===== src/rtl/flood_cfg_pkg.sv =====
// Shared types, field widths, reset defaults and the tries-budget helper for
// the Flood-It game controller.
package flood_cfg_pkg;

  localparam int SIZE_W      = 5;
  localparam int COLOR_W     = 4;
  localparam int BUDGET_W    = 13;
  localparam int SIZE_DEF_P  = 14;
  localparam int COLOR_DEF_P = 6;

  typedef enum logic [2:0] {
    S_CONFIG,
    S_INIT,
    S_START,
    S_PLAY,
    S_OVER
  } state_t;

  typedef enum logic {
    F_COLOR = 1'b0,
    F_SIZE  = 1'b1
  } field_t;

  // Move budget: max(1, (size * (colors-1) * try_num) >> try_shift) on a 13-bit product.
  function automatic logic [BUDGET_W-1:0] tries_budget(
    input logic [SIZE_W-1:0]  size,
    input logic [COLOR_W-1:0] colors,
    input int                 try_num,
    input int                 try_shift
  );
    logic [BUDGET_W-1:0] prod;
    prod = BUDGET_W'(size) * BUDGET_W'(colors - 1'b1) * BUDGET_W'(try_num);
    prod = prod >> try_shift;
    return (prod == '0) ? BUDGET_W'(1) : prod;
  endfunction

endpackage


===== src/rtl/btn_debounce.sv =====
// Two-flop synchroniser plus stable-time filter; emits a one-cycle pulse on an
// accepted press, so a held button yields exactly one pulse.
module btn_debounce #(
  parameter int DEBOUNCE_CYCLES = 100000
) (
  input  logic clk,
  input  logic rst_n,
  input  logic btn,
  output logic rise
);

  localparam int CNT_W = $clog2(DEBOUNCE_CYCLES + 1);

  logic [1:0]       sync;
  logic             stable;
  logic [CNT_W-1:0] cnt;
  logic             cnt_done;

  assign cnt_done = (cnt == CNT_W'(DEBOUNCE_CYCLES - 1));

  // NOTE: sequential state uses non-blocking assignments so every flop samples pre-edge values.
  always_ff @(posedge clk or negedge rst_n) begin
    if (!rst_n) begin
      sync   <= '0;
      stable <= 1'b0;
      cnt    <= '0;
      rise   <= 1'b0;
    end else begin
      sync <= {sync[0], btn};
      rise <= 1'b0;
      if (sync[1] == stable) begin
        cnt <= '0;
      end else if (cnt_done) begin
        stable <= sync[1];
        cnt    <= '0;
        rise   <= sync[1];
      end else begin
        cnt <= cnt + 1'b1;
      end
    end
  end

endmodule


===== src/rtl/flood_game_controller.sv =====
// Flood-It menu/select controller: debounced buttons, config editing, board
// init/start sequencing and play-time colour requests. Optional: TRIES_LIMIT_EN.
module flood_game_controller
  import flood_cfg_pkg::*;
#(
  parameter int SW_W            = 8,
  parameter int COLOR_MIN       = 3,
  parameter int SIZE_MIN        = 2,
  parameter int SIZE_STEP       = 4,
  parameter int SIZE_STEPS      = 7,
  parameter int SIZE_DEF        = SIZE_DEF_P,
  parameter int COLOR_DEF       = COLOR_DEF_P,
  parameter int TRIES_W         = 8,
  parameter int DEBOUNCE_CYCLES = 100000,
  parameter int TRY_NUM         = 23,
  parameter int TRY_SHIFT       = 6
) (
  input  logic                    MASTER_CLOCK,
  input  logic                    RESET_N,
  input  logic                    UP,
  input  logic                    DOWN,
  input  logic                    LEFT,
  input  logic                    RIGHT,
  input  logic                    CENTER,
  input  logic [SW_W-1:0]         sw,
  input  logic                    BOARD_READY,
  input  logic                    ACK_BEGIN_GAME,
  input  logic                    GAME_WON,
  input  logic                    COLOR_SEL_READY,
  output logic                    INIT_BOARD,
  output logic                    BEGIN_GAME,
  output logic                    MODE,
  output logic                    FIELD_SEL,
  output logic [4:0]              SIZE,
  output logic [3:0]              COLOR_NUM,
  output logic [4:0]              final_SIZE,
  output logic [3:0]              final_COLOR_NUM,
  output logic [TRIES_W-1:0]      TRIES,
  output logic [TRIES_W-1:0]      TRIES_LEFT,
  output logic                    GAME_OVER,
  output logic                    COLOR_SEL_VALID,
  output logic [$clog2(SW_W)-1:0] COLOR_SELECTED
);

  localparam int SEL_W    = $clog2(SW_W);
  localparam int SIZE_MAX = SIZE_MIN + (SIZE_STEPS - 1) * SIZE_STEP;

  state_t            state;
  field_t            field_sel;
  logic              game_valid;
  logic [SW_W-1:0]   sw_q;
  logic              up_p, down_p, left_p, right_p, center_p;
  logic              sel_hit;
  logic [SEL_W-1:0]  sel_idx;
  logic              accept;
  logic [TRIES_W-1:0] tries_inc;
  logic              budget_hit;

  btn_debounce #(.DEBOUNCE_CYCLES(DEBOUNCE_CYCLES)) u_db_up     (.clk(MASTER_CLOCK), .rst_n(RESET_N), .btn(UP),     .rise(up_p));
  btn_debounce #(.DEBOUNCE_CYCLES(DEBOUNCE_CYCLES)) u_db_down   (.clk(MASTER_CLOCK), .rst_n(RESET_N), .btn(DOWN),   .rise(down_p));
  btn_debounce #(.DEBOUNCE_CYCLES(DEBOUNCE_CYCLES)) u_db_left   (.clk(MASTER_CLOCK), .rst_n(RESET_N), .btn(LEFT),   .rise(left_p));
  btn_debounce #(.DEBOUNCE_CYCLES(DEBOUNCE_CYCLES)) u_db_right  (.clk(MASTER_CLOCK), .rst_n(RESET_N), .btn(RIGHT),  .rise(right_p));
  btn_debounce #(.DEBOUNCE_CYCLES(DEBOUNCE_CYCLES)) u_db_center (.clk(MASTER_CLOCK), .rst_n(RESET_N), .btn(CENTER), .rise(center_p));

  function automatic logic [SIZE_W-1:0] size_step(input logic [SIZE_W-1:0] s, input logic up);
    if (up) return (s >= SIZE_W'(SIZE_MAX)) ? SIZE_W'(SIZE_MIN) : s + SIZE_W'(SIZE_STEP);
    else    return (s <= SIZE_W'(SIZE_MIN)) ? SIZE_W'(SIZE_MAX) : s - SIZE_W'(SIZE_STEP);
  endfunction

  function automatic logic [COLOR_W-1:0] color_step(input logic [COLOR_W-1:0] c, input logic up);
    if (up) return (c >= COLOR_W'(SW_W))      ? COLOR_W'(COLOR_MIN) : c + 1'b1;
    else    return (c <= COLOR_W'(COLOR_MIN)) ? COLOR_W'(SW_W)      : c - 1'b1;
  endfunction

  // Lowest toggled switch that maps to a colour in play wins.
  // NOTE: every combinational output gets a default first so no latch is inferred.
  always_comb begin
    sel_hit = 1'b0;
    sel_idx = '0;
    for (int i = SW_W - 1; i >= 0; i--) begin
      if ((sw[i] != sw_q[i]) && (i < int'(final_COLOR_NUM))) begin
        sel_hit = 1'b1;
        sel_idx = SEL_W'(i);
      end
    end
  end

  assign accept    = COLOR_SEL_VALID & COLOR_SEL_READY;
  assign tries_inc = (TRIES == '1) ? TRIES : TRIES + 1'b1;
  assign FIELD_SEL = field_sel;

`ifdef TRIES_LIMIT_EN
  logic [TRIES_W-1:0] budget;

  always_ff @(posedge MASTER_CLOCK or negedge RESET_N) begin
    if (!RESET_N) begin
      budget <= '0;
    end else if (state == S_CONFIG && center_p) begin
      budget <= TRIES_W'(tries_budget(SIZE, COLOR_NUM, TRY_NUM, TRY_SHIFT));
    end
  end

  assign budget_hit = accept && (tries_inc == budget);
  assign TRIES_LEFT = budget - TRIES;
`else
  assign budget_hit = 1'b0;
  assign TRIES_LEFT = '0;
`endif

  always_ff @(posedge MASTER_CLOCK or negedge RESET_N) begin
    if (!RESET_N) begin
      state           <= S_CONFIG;
      field_sel       <= F_COLOR;
      game_valid      <= 1'b0;
      sw_q            <= '0;
      INIT_BOARD      <= 1'b0;
      BEGIN_GAME      <= 1'b0;
      MODE            <= 1'b0;
      SIZE            <= SIZE_W'(SIZE_DEF);
      COLOR_NUM       <= COLOR_W'(COLOR_DEF);
      final_SIZE      <= SIZE_W'(SIZE_DEF);
      final_COLOR_NUM <= COLOR_W'(COLOR_DEF);
      TRIES           <= '0;
      GAME_OVER       <= 1'b0;
      COLOR_SEL_VALID <= 1'b0;
      COLOR_SELECTED  <= '0;
    end else begin
      sw_q <= sw;
      // A pending request completes in any state, so pausing never strands it.
      if (accept) begin
        COLOR_SEL_VALID <= 1'b0;
        TRIES           <= tries_inc;
      end

      case (state)
        S_CONFIG: begin
          if (left_p) field_sel <= (field_sel == F_SIZE) ? F_COLOR : F_SIZE;
          if (up_p ^ down_p) begin
            if (field_sel == F_SIZE) SIZE      <= size_step(SIZE, up_p);
            else                     COLOR_NUM <= color_step(COLOR_NUM, up_p);
          end
          if (center_p) begin
            final_SIZE      <= SIZE;
            final_COLOR_NUM <= COLOR_NUM;
            TRIES           <= '0;
            game_valid      <= 1'b0;
            INIT_BOARD      <= 1'b1;
            state           <= S_INIT;
          end else if (right_p && game_valid) begin
            MODE  <= 1'b1;
            state <= S_PLAY;
          end
        end

        S_INIT: begin
          if (BOARD_READY) begin
            INIT_BOARD <= 1'b0;
            BEGIN_GAME <= 1'b1;
            state      <= S_START;
          end
        end

        S_START: begin
          if (ACK_BEGIN_GAME) begin
            BEGIN_GAME <= 1'b0;
            game_valid <= 1'b1;
            MODE       <= 1'b1;
            state      <= S_PLAY;
          end
        end

        S_PLAY: begin
          if (sel_hit && !COLOR_SEL_VALID) begin
            COLOR_SEL_VALID <= 1'b1;
            COLOR_SELECTED  <= sel_idx;
          end
          if (GAME_WON || budget_hit) begin
            GAME_OVER <= 1'b1;
            state     <= S_OVER;
          end else if (right_p) begin
            MODE  <= 1'b0;
            state <= S_CONFIG;
          end
        end

        S_OVER: begin
          if (center_p || right_p) begin
            GAME_OVER  <= 1'b0;
            game_valid <= 1'b0;
            MODE       <= 1'b0;
            state      <= S_CONFIG;
          end
        end

        default: state <= S_CONFIG;
      endcase
    end
  end

endmodule


===== config.mk =====
export PLATFORM = sky130hd
export DESIGN_NAME = flood_game_controller
export DESIGN_NICKNAME = d
export VERILOG_FILES = /design/src/rtl/flood_cfg_pkg.sv /design/src/rtl/btn_debounce.sv /design/src/rtl/flood_game_controller.sv
export SDC_FILE = /design/constraint.sdc
export NUM_CORES = 1
export LEC_CHECK = 0
export CORE_UTILIZATION = 25
export DETAILED_ROUTE_END_ITERATION = 6
export PLACE_DENSITY = 0.43
export SLEW_MARGIN = 25
export SYNTH_ARGS = -nofsm -noshare
export SYNTH_HDL_FRONTEND = slang
export SYNTH_SLANG_ARGS = --single-unit

===== constraint.sdc =====
create_clock -name MASTER_CLOCK -period 3.5 [get_ports MASTER_CLOCK]
set_clock_uncertainty 0.1 [all_clocks]
set_input_delay 0.35 -clock MASTER_CLOCK [delete_from_list [all_inputs] [get_ports MASTER_CLOCK]]
set_output_delay 0.35 -clock MASTER_CLOCK [all_outputs]
set_load 0.005 [all_outputs]

==> flow_summary.ini, run 1 <==
[worst_setup_path]
cp.arrival_ns = 2.47
cp_max_fo = 12
setup.worst_path.start = state[0]$_DFFE_PN0P_
cp-start-kind = register
critPathRequiredTime_ns = 3.70
critPathKind = reg -> reg
critPathCaptureType = register
timing.rr.start = state[0]$_DFFE_PN0P_

[detailed_routing]
drt-pass1-iter-count = 4
antenna_left = 0
remaining_drc_errors = 0
wl_per_cell_um = 13.20
drt_iter0_drc = 356
routed_via_density = 4.336
routed_wl_mm = 15.30
num_vias = 5026

[synth]
yosysSeqAreaShare_pct = 52.82
ys.flop_type = dfrtp_1
syn_area_per_cell_um2 = 10.01
async_flop_share_pct = 100.0
synth_area_mm2 = 0.007131
ys_ff_latch = 150
synth_edf_count = 0
synth_cell_types = 56
yosysWarningCount = 0
syn-instance-count = 712

[placed_design]
numPlacedInstances = 1126
gp_congestion = 0.7244
hpwl_mm = 10.39
io_buffer_count = 51

[timing]
slew_headroom_pct = 47.94
setup_tns_ns = 0
hold_viol = 0
finalMaxSlewViolations = 0
worstMarginPinSlew_ns = 0.7809
finalSetupViolCount = 0
hold_slack_ns = 0.2439
period_needed_ns = 2.277
rsz0062_at_grt = false
fmax_mhz = 439.1
fin_crit_sh_pct = 65.06

[grt]
grt_antenna_before_repair = 1
grt_pass1_wl_mm = 25.77
grt_max_degree = 77
grt_use_total_pct = 11.36
grt_pass1_vias = 5030
grt-ovfl-total = 0

[clocking]
cts_tree = built
clkSinkCount = 150
cts-resized-gates = 0
cts_buffer_depth = 2
root_buffer = clkbuf_16
cts_max_level = 4
clkLatencyLatePin_ns = 0.41
postCtsSetupRepairBufs = 0
cts-hold-fix-buffers = 1
clkSlewWorstSetupHoldPaths_ns = 0.06
numCtsBuffers = 17

[outcome]
outcome = complete, no violations

[cells_and_area]
post-route-util_pct = 30.87
layout_common_cells = dfrtp_1, nor2_1, nand2_1
fin_cells = 1159
nets = 798
area_growth_pct = 20.93
n_antenna_cell = 0
final_common_cell = dfrtp_1
drive_gt1_share_pct = 8.579

[die]
fp-row-count = 61
coreArea_mm2 = 0.02793
die_y_um = 170.9
design.die.area_mm2 = 0.02920
dieWidth_um = 170.9
num_io_pins = 62
start_util_pct = 25.53

[power]
power_w = 0.003765
irDropWorstVdd_uv = 325.0
p_per_area_mw_per_mm2 = 436.6
leakagePower_nw = 3.654

[run]
max_cap_violations = 0

[hold_path]
hold_path_startpoint = u_db_down.sync[0]$_DFF_PN0_
hold_path.class = reg -> reg
[flip-flops by register name (all words and copies together) (netlist names), 4 cells and up]
signal and count:
final_COLOR_NUM 4, u_db_up.cnt 17, u_db_right.cnt 17, u_db_center.cnt 17, sw_q 8, final_SIZE 4, COLOR_NUM 4, u_db_left.cnt 17
SIZE 4, u_db_down.cnt 17, TRIES 8
[worst max-delay path, cell delays in order, from the launching register on]
cell      delay (ns)
dfrtp_1         0.58
nor2b_1         0.46
nand2_1         0.16
a311oi_1        0.36
nand2b_1        0.18
mux2_2          0.33
[logic make-up after synthesis]
kind of cell / share of synthesized area (%)
simple gates: 22.69
compound gates: 5.598
xor+xnor: 11.67
mux: 2.492
other cells: 0.05259
flops: 52.82
buf+inv: 2.755
fa+ha+maj: 1.930
[final cells by class]
| class | count | area [um2] |
|---|---|---|
| clock inverters | 8 | 96.34 |
| fillers | 2924 | 19310 |
| clock buffers | 24 | 491.7 |
| repair buffers | 54 | 549.3 |
| multi-input cells | 533 | 3202 |
| inverters | 12 | 45.04 |
| flip-flops and latches | 150 | 3766 |
| well taps | 378 | 473.0 |
[path summary, 6_finish.rpt]
path,to,slack (ns),cells past startpoint
min reg2reg,u_db_down.sync[1]$_DFF_PN0_,0.24,0
min in group asynchronous,u_db_right.cnt[12]$_DFF_PN0_,0.42,2
max reg2reg,COLOR_SELECTED[0]$_DFFE_PN0P_,1.22,5
min,u_db_down.sync[1]$_DFF_PN0_,0.24,0
max in group asynchronous,SIZE[3]$_DFFE_PN1P_,1.94,3
max,COLOR_SELECTED[0]$_DFFE_PN0P_,1.22,5
[synthesized netlist by cell type (all sizes together), types with 11 or more instances]
cell type	number	area, um2
buf	13	102.6
nand2	71	266.5
nand4	18	112.6
a21oi	21	105.1
xnor2	38	332.8
inv	12	45.04
xor2	57	499.2
nand3	35	175.2
nor2	120	450.4
ha	11	137.6
and3	18	112.6
clkbuf	13	48.80
mux2	14	157.7
o21ai	17	85.08
nor3	26	141.4
dfrtp	140	3503
[metrics by stage]
stage	instance area (um2)	setup WS, ns
floorplan	7164	1.561
detailed placement	8025	1.214
global placement	8025	1.157
finish	8623	1.223
global route	8623	1.047
CTS	8623	1.222
[where the power goes]
part | switching, W | total, W | internal (W)
Combinational | 0.0000828 | 0.000140 | 0.0000572
Sequential | 0.0000259 | 0.00179 | 0.00176
Clock | 0.000711 | 0.00183 | 0.00112
[routing by layer]
layer  track usage, %  wire, um
met5                0        13
met4            3.804       188
met2            17.04      6831
met3            2.961       548
met1            15.77      7718
Power figures use the tool's default switching activity.
==> run 2: changes to the inputs <==
==> constraint.sdc (replaced) <==
create_clock -name MASTER_CLOCK -period 2.35 [get_ports MASTER_CLOCK]
set_clock_uncertainty 0.1 [all_clocks]
set_input_delay 0.235 -clock MASTER_CLOCK [delete_from_list [all_inputs] [get_ports MASTER_CLOCK]]
set_output_delay 0.235 -clock MASTER_CLOCK [all_outputs]
set_load 0.005 [all_outputs]
==> flow_summary.ini, run 2 (synthesized netlist as in run 1, its figures left out) <==
[power]
irDropWorstVdd_uv = 484.3
p_per_area_mw_per_mm2 = 636.4
power_w = 0.005568
leakagePower_nw = 3.738

[clocking]
cts_tree = built
clkSinkCount = 150
clkSlewWorstSetupHoldPaths_ns = 0.06
cts_buffer_depth = 2
cts-hold-fix-buffers = 1
cts-resized-gates = 0
numCtsBuffers = 17
clkLatencyLatePin_ns = 0.41
cts_max_level = 4
postCtsSetupRepairBufs = 0
root_buffer = clkbuf_16

[grt]
grt_antenna_before_repair = 1
grt_pass1_vias = 5005
grt-ovfl-total = 0
grt_max_degree = 56
grt_use_total_pct = 11.12
grt_pass1_wl_mm = 25.33

[die]
coreArea_mm2 = 0.02793
dieWidth_um = 170.9
die_y_um = 170.9
start_util_pct = 25.53
fp-row-count = 61
num_io_pins = 62
design.die.area_mm2 = 0.02920

[detailed_routing]
remaining_drc_errors = 0
antenna_left = 0
routed_wl_mm = 14.95
drt_iter0_drc = 259
num_vias = 5056
wl_per_cell_um = 12.72
routed_via_density = 4.299
drt-pass1-iter-count = 4

[worst_setup_path]
cp_max_fo = 8
critPathKind = reg -> reg
cp.arrival_ns = 2.30
r2r_setup_slack_ns = 0.25
critPathCaptureType = register
critPathRequiredTime_ns = 2.55
cp-start-kind = register

[timing]
finalMaxSlewViolations = 0
worstMarginPinSlew_ns = 0.5706
hold_viol = 0
rsz0062_at_grt = false
fmax_mhz = 476.4
slew_headroom_pct = 61.96
hold_slack_ns = 0.1553
setup_tns_ns = 0
period_needed_ns = 2.099
fin_crit_sh_pct = 89.31
finalSetupViolCount = 0

[cells_and_area]
layout_common_cells = dfrtp_1, nor2_1, nand2_1
nets = 815
post-route-util_pct = 31.32
n_antenna_cell = 0
final_common_cell = dfrtp_1
area_growth_pct = 22.71
drive_gt1_share_pct = 10.78

[run]
max_cap_violations = 0

[placed_design]
io_buffer_count = 51
hpwl_mm = 10.50
gp_congestion = 0.7738

[hold_path]
hold_path.class = in -> reg

[outcome]
outcome = complete, no violations
run 2: cell count changes in the layout (fill, tap and decap cells not counted), sizes merged:
cell,change
clkbuf,-5
clkinv,+3
buf,+17
clkinvlp,+1
inv,+1
run 2: metal layers:
layer | up-vias | wire length [um] | global-route usage (%)
met3 | 17 | 610 | 3.077
met1 | 2414 | 7480 | 15.00
met5 | - | 13 | 0
met4 | 2 | 186 | 3.921
met2 | 69 | 6663 | 17.00
li1 | 2554 | - | -
run 2: critical path, cell delays in order, from the launching register on:
cell,delay (ns)
dfstp_2,0.60
a21oi_1,0.09
or2_2,0.32
a311oi_1,0.36
nand2b_1,0.19
mux2_2,0.33
run 2: cell type report:
cell class	instances	area, um2
Clock inverter	13	131.4
Fill cell	2913	19180
Timing Repair Buffer	71	689.4
Tap cell	378	473.0
Multi-Input combinational cell	533	3202
Sequential cell	150	3766
Inverter	12	45.04
Clock buffer	19	442.9
run 2: per-stage QoR:
step,setup slack (ns),std cells,cell area [um2]
finish,0.2511,1176,8750
global route,0.1787,1176,8750
CTS,0.2830,1176,8750
detailed placement,0.1533,1143,8165
global placement,0.1372,1143,8165
floorplan,0.4112,721,7164
run 2: report_power, final:
group / internal (W) / leakage (nW) / switching (W)
sequential: 0.00263 / 1.99 / 0.0000383
clock: 0.00159 / 0.283 / 0.00109
combinational: 0.0000968 / 1.46 / 0.000127
run 2: worst paths after layout:
path / from / end / cells past startpoint
setup / recovery: final_COLOR_NUM[2]$_DFFE_PN1P_ / COLOR_SELECTED[0]$_DFFE_PN0P_ / 5
max in group asynchronous: RESET_N / SIZE[2]$_DFFE_PN1P_ / 3
hold reg to reg: u_db_right.sync[0]$_DFF_PN0_ / u_db_right.sync[1]$_DFF_PN0_ / 0
min in group asynchronous: RESET_N / u_db_right.cnt[13]$_DFF_PN0_ / 2
setup reg to reg: final_COLOR_NUM[2]$_DFFE_PN1P_ / COLOR_SELECTED[0]$_DFFE_PN0P_ / 5
hold / removal: DOWN / u_db_down.sync[0]$_DFF_PN0_ / 1
==> run 3: changes to the inputs <==
--- a/config.mk
+++ b/config.mk
@@ -6,6 +6,7 @@
 export NUM_CORES = 1
 export LEC_CHECK = 0
 export CORE_UTILIZATION = 25
+export CTS_BUF_LIST = sky130_fd_sc_hd__clkbuf_8 sky130_fd_sc_hd__clkbuf_16
 export DETAILED_ROUTE_END_ITERATION = 6
 export PLACE_DENSITY = 0.43
 export SLEW_MARGIN = 25
==> flow_summary.ini, run 3 (synthesized netlist as in run 1, its figures left out) <==
[worst_setup_path]
critPathRequiredTime_ns = 2.55
critPathKind = reg -> reg
cp.arrival_ns = 2.30
cp-start-kind = register
critPathCaptureType = register
cp_max_fo = 8

[die]
dieWidth_um = 170.9
die_y_um = 170.9
fp-row-count = 61
start_util_pct = 25.53
design.die.area_mm2 = 0.02920
num_io_pins = 62
coreArea_mm2 = 0.02793

[detailed_routing]
antenna_left = 0
wl_per_cell_um = 12.72
remaining_drc_errors = 0
num_vias = 5056
drt_iter0_drc = 260
routed_via_density = 4.299
routed_wl_mm = 14.95
drt-pass1-iter-count = 4

[grt]
grt_pass1_vias = 5005
grt_use_total_pct = 11.12
grt-ovfl-total = 0
grt_max_degree = 56
grt_antenna_before_repair = 1
grt_pass1_wl_mm = 25.33

[timing]
period_needed_ns = 2.099
finalMaxSlewViolations = 0
finalSetupViolCount = 0
fmax_mhz = 476.4
worstMarginPinSlew_ns = 0.5706
setup_tns_ns = 0
hold_slack_ns = 0.1555
slew_headroom_pct = 61.96
rsz0062_at_grt = false
hold_viol = 0
fin_crit_sh_pct = 89.31

[hold_path]
hold_path.class = in -> reg

[clocking]
cts_tree = built
root_buffer = clkbuf_16
cts_max_level = 4
cts-resized-gates = 0
clkSinkCount = 150
cts_buffer_depth = 2
clkLatencyLatePin_ns = 0.41
clkSlewWorstSetupHoldPaths_ns = 0.06
numCtsBuffers = 17

[power]
p_per_area_mw_per_mm2 = 635.9
irDropWorstVdd_uv = 483.9
leakagePower_nw = 3.742

[placed_design]
hpwl_mm = 10.50
gp_congestion = 0.7738
io_buffer_count = 51

[outcome]
outcome = complete, no violations

[cells_and_area]
layout_common_cells = dfrtp_1, nor2_1, nand2_1
n_antenna_cell = 0
drive_gt1_share_pct = 10.78
nets = 815
final_common_cell = dfrtp_1
area_growth_pct = 22.71

[run]
max_cap_violations = 0
## run 3: where the power goes
group | switching (W) | leakage (nW) | internal, W
Clock | 0.00109 | 0.287 | 0.00158
Combinational | 0.000127 | 1.46 | 0.0000968
Sequential | 0.0000383 | 1.99 | 0.00263
Total | 0.00126 | 3.74 | 0.00431
## run 3: worst paths after layout
path	from	endpoint	slack (ns)	cells past startpoint
max in group asynchronous	RESET_N	SIZE[2]$_DFFE_PN1P_	1.21	3
min reg2reg	u_db_right.sync[0]$_DFF_PN0_	u_db_right.sync[1]$_DFF_PN0_	0.25	0
min	DOWN	u_db_down.sync[0]$_DFF_PN0_	0.16	1
min in group asynchronous	RESET_N	u_db_right.cnt[13]$_DFF_PN0_	0.26	2
max	final_COLOR_NUM[2]$_DFFE_PN1P_	COLOR_SELECTED[0]$_DFFE_PN0P_	0.25	5
max reg2reg	final_COLOR_NUM[2]$_DFFE_PN1P_	COLOR_SELECTED[0]$_DFFE_PN0P_	0.25	5
## run 3: cell type report
| cell class | instances | area (um2) |
|---|---|---|
| clock buffer | 18 | 439.2 |
| clock inverter | 14 | 135.1 |
| fill | 2913 | 19180 |
| inverter | 12 | 45.04 |
| multi-input combinational | 533 | 3202 |
| sequential | 150 | 3766 |
| tap | 378 | 473.0 |
| timing repair buffer | 71 | 689.4 |
## run 3: critical path: stages, from the launching register on
cell      delay [ns]
dfstp_2         0.60
a21oi_1         0.09
or2_2           0.32
a311oi_1        0.36
nand2b_1        0.19
mux2_2          0.33
## run 3: metrics by stage
step / utilization, % / worst slack (ns) / total power (W) / instance area [um2] / cells
final: 31.32 / 0.2511 / 0.005564 / 8750 / 1176
after global routing: 31.32 / 0.1787 / 0.005820 / 8750 / 1176
after CTS: 31.32 / 0.2830 / 0.005680 / 8750 / 1176
after detailed placement: 29.23 / 0.1533 / 0.002944 / 8165 / 1143
after global placement: 29.23 / 0.1372 / 0.002946 / 8165 / 1143
after floorplan: - / 0.4112 / 0.002801 / 7164 / 721
## run 3: metal layers
metal	vias to the layer above	track usage, %	share of wire (%)
li1	2554	-	-
met1	2414	15.00	50
met2	69	17.00	45
met3	17	3.077	4.1
met4	2	3.921	1.2
met5	-	0	0.087
## run 3: repair_timing
action | 4_1_cts | 5_1_grt
buffers inserted | 0 | 0
endpoints found under the hold margin | 46 | 0
hold buffers | 1 | 0
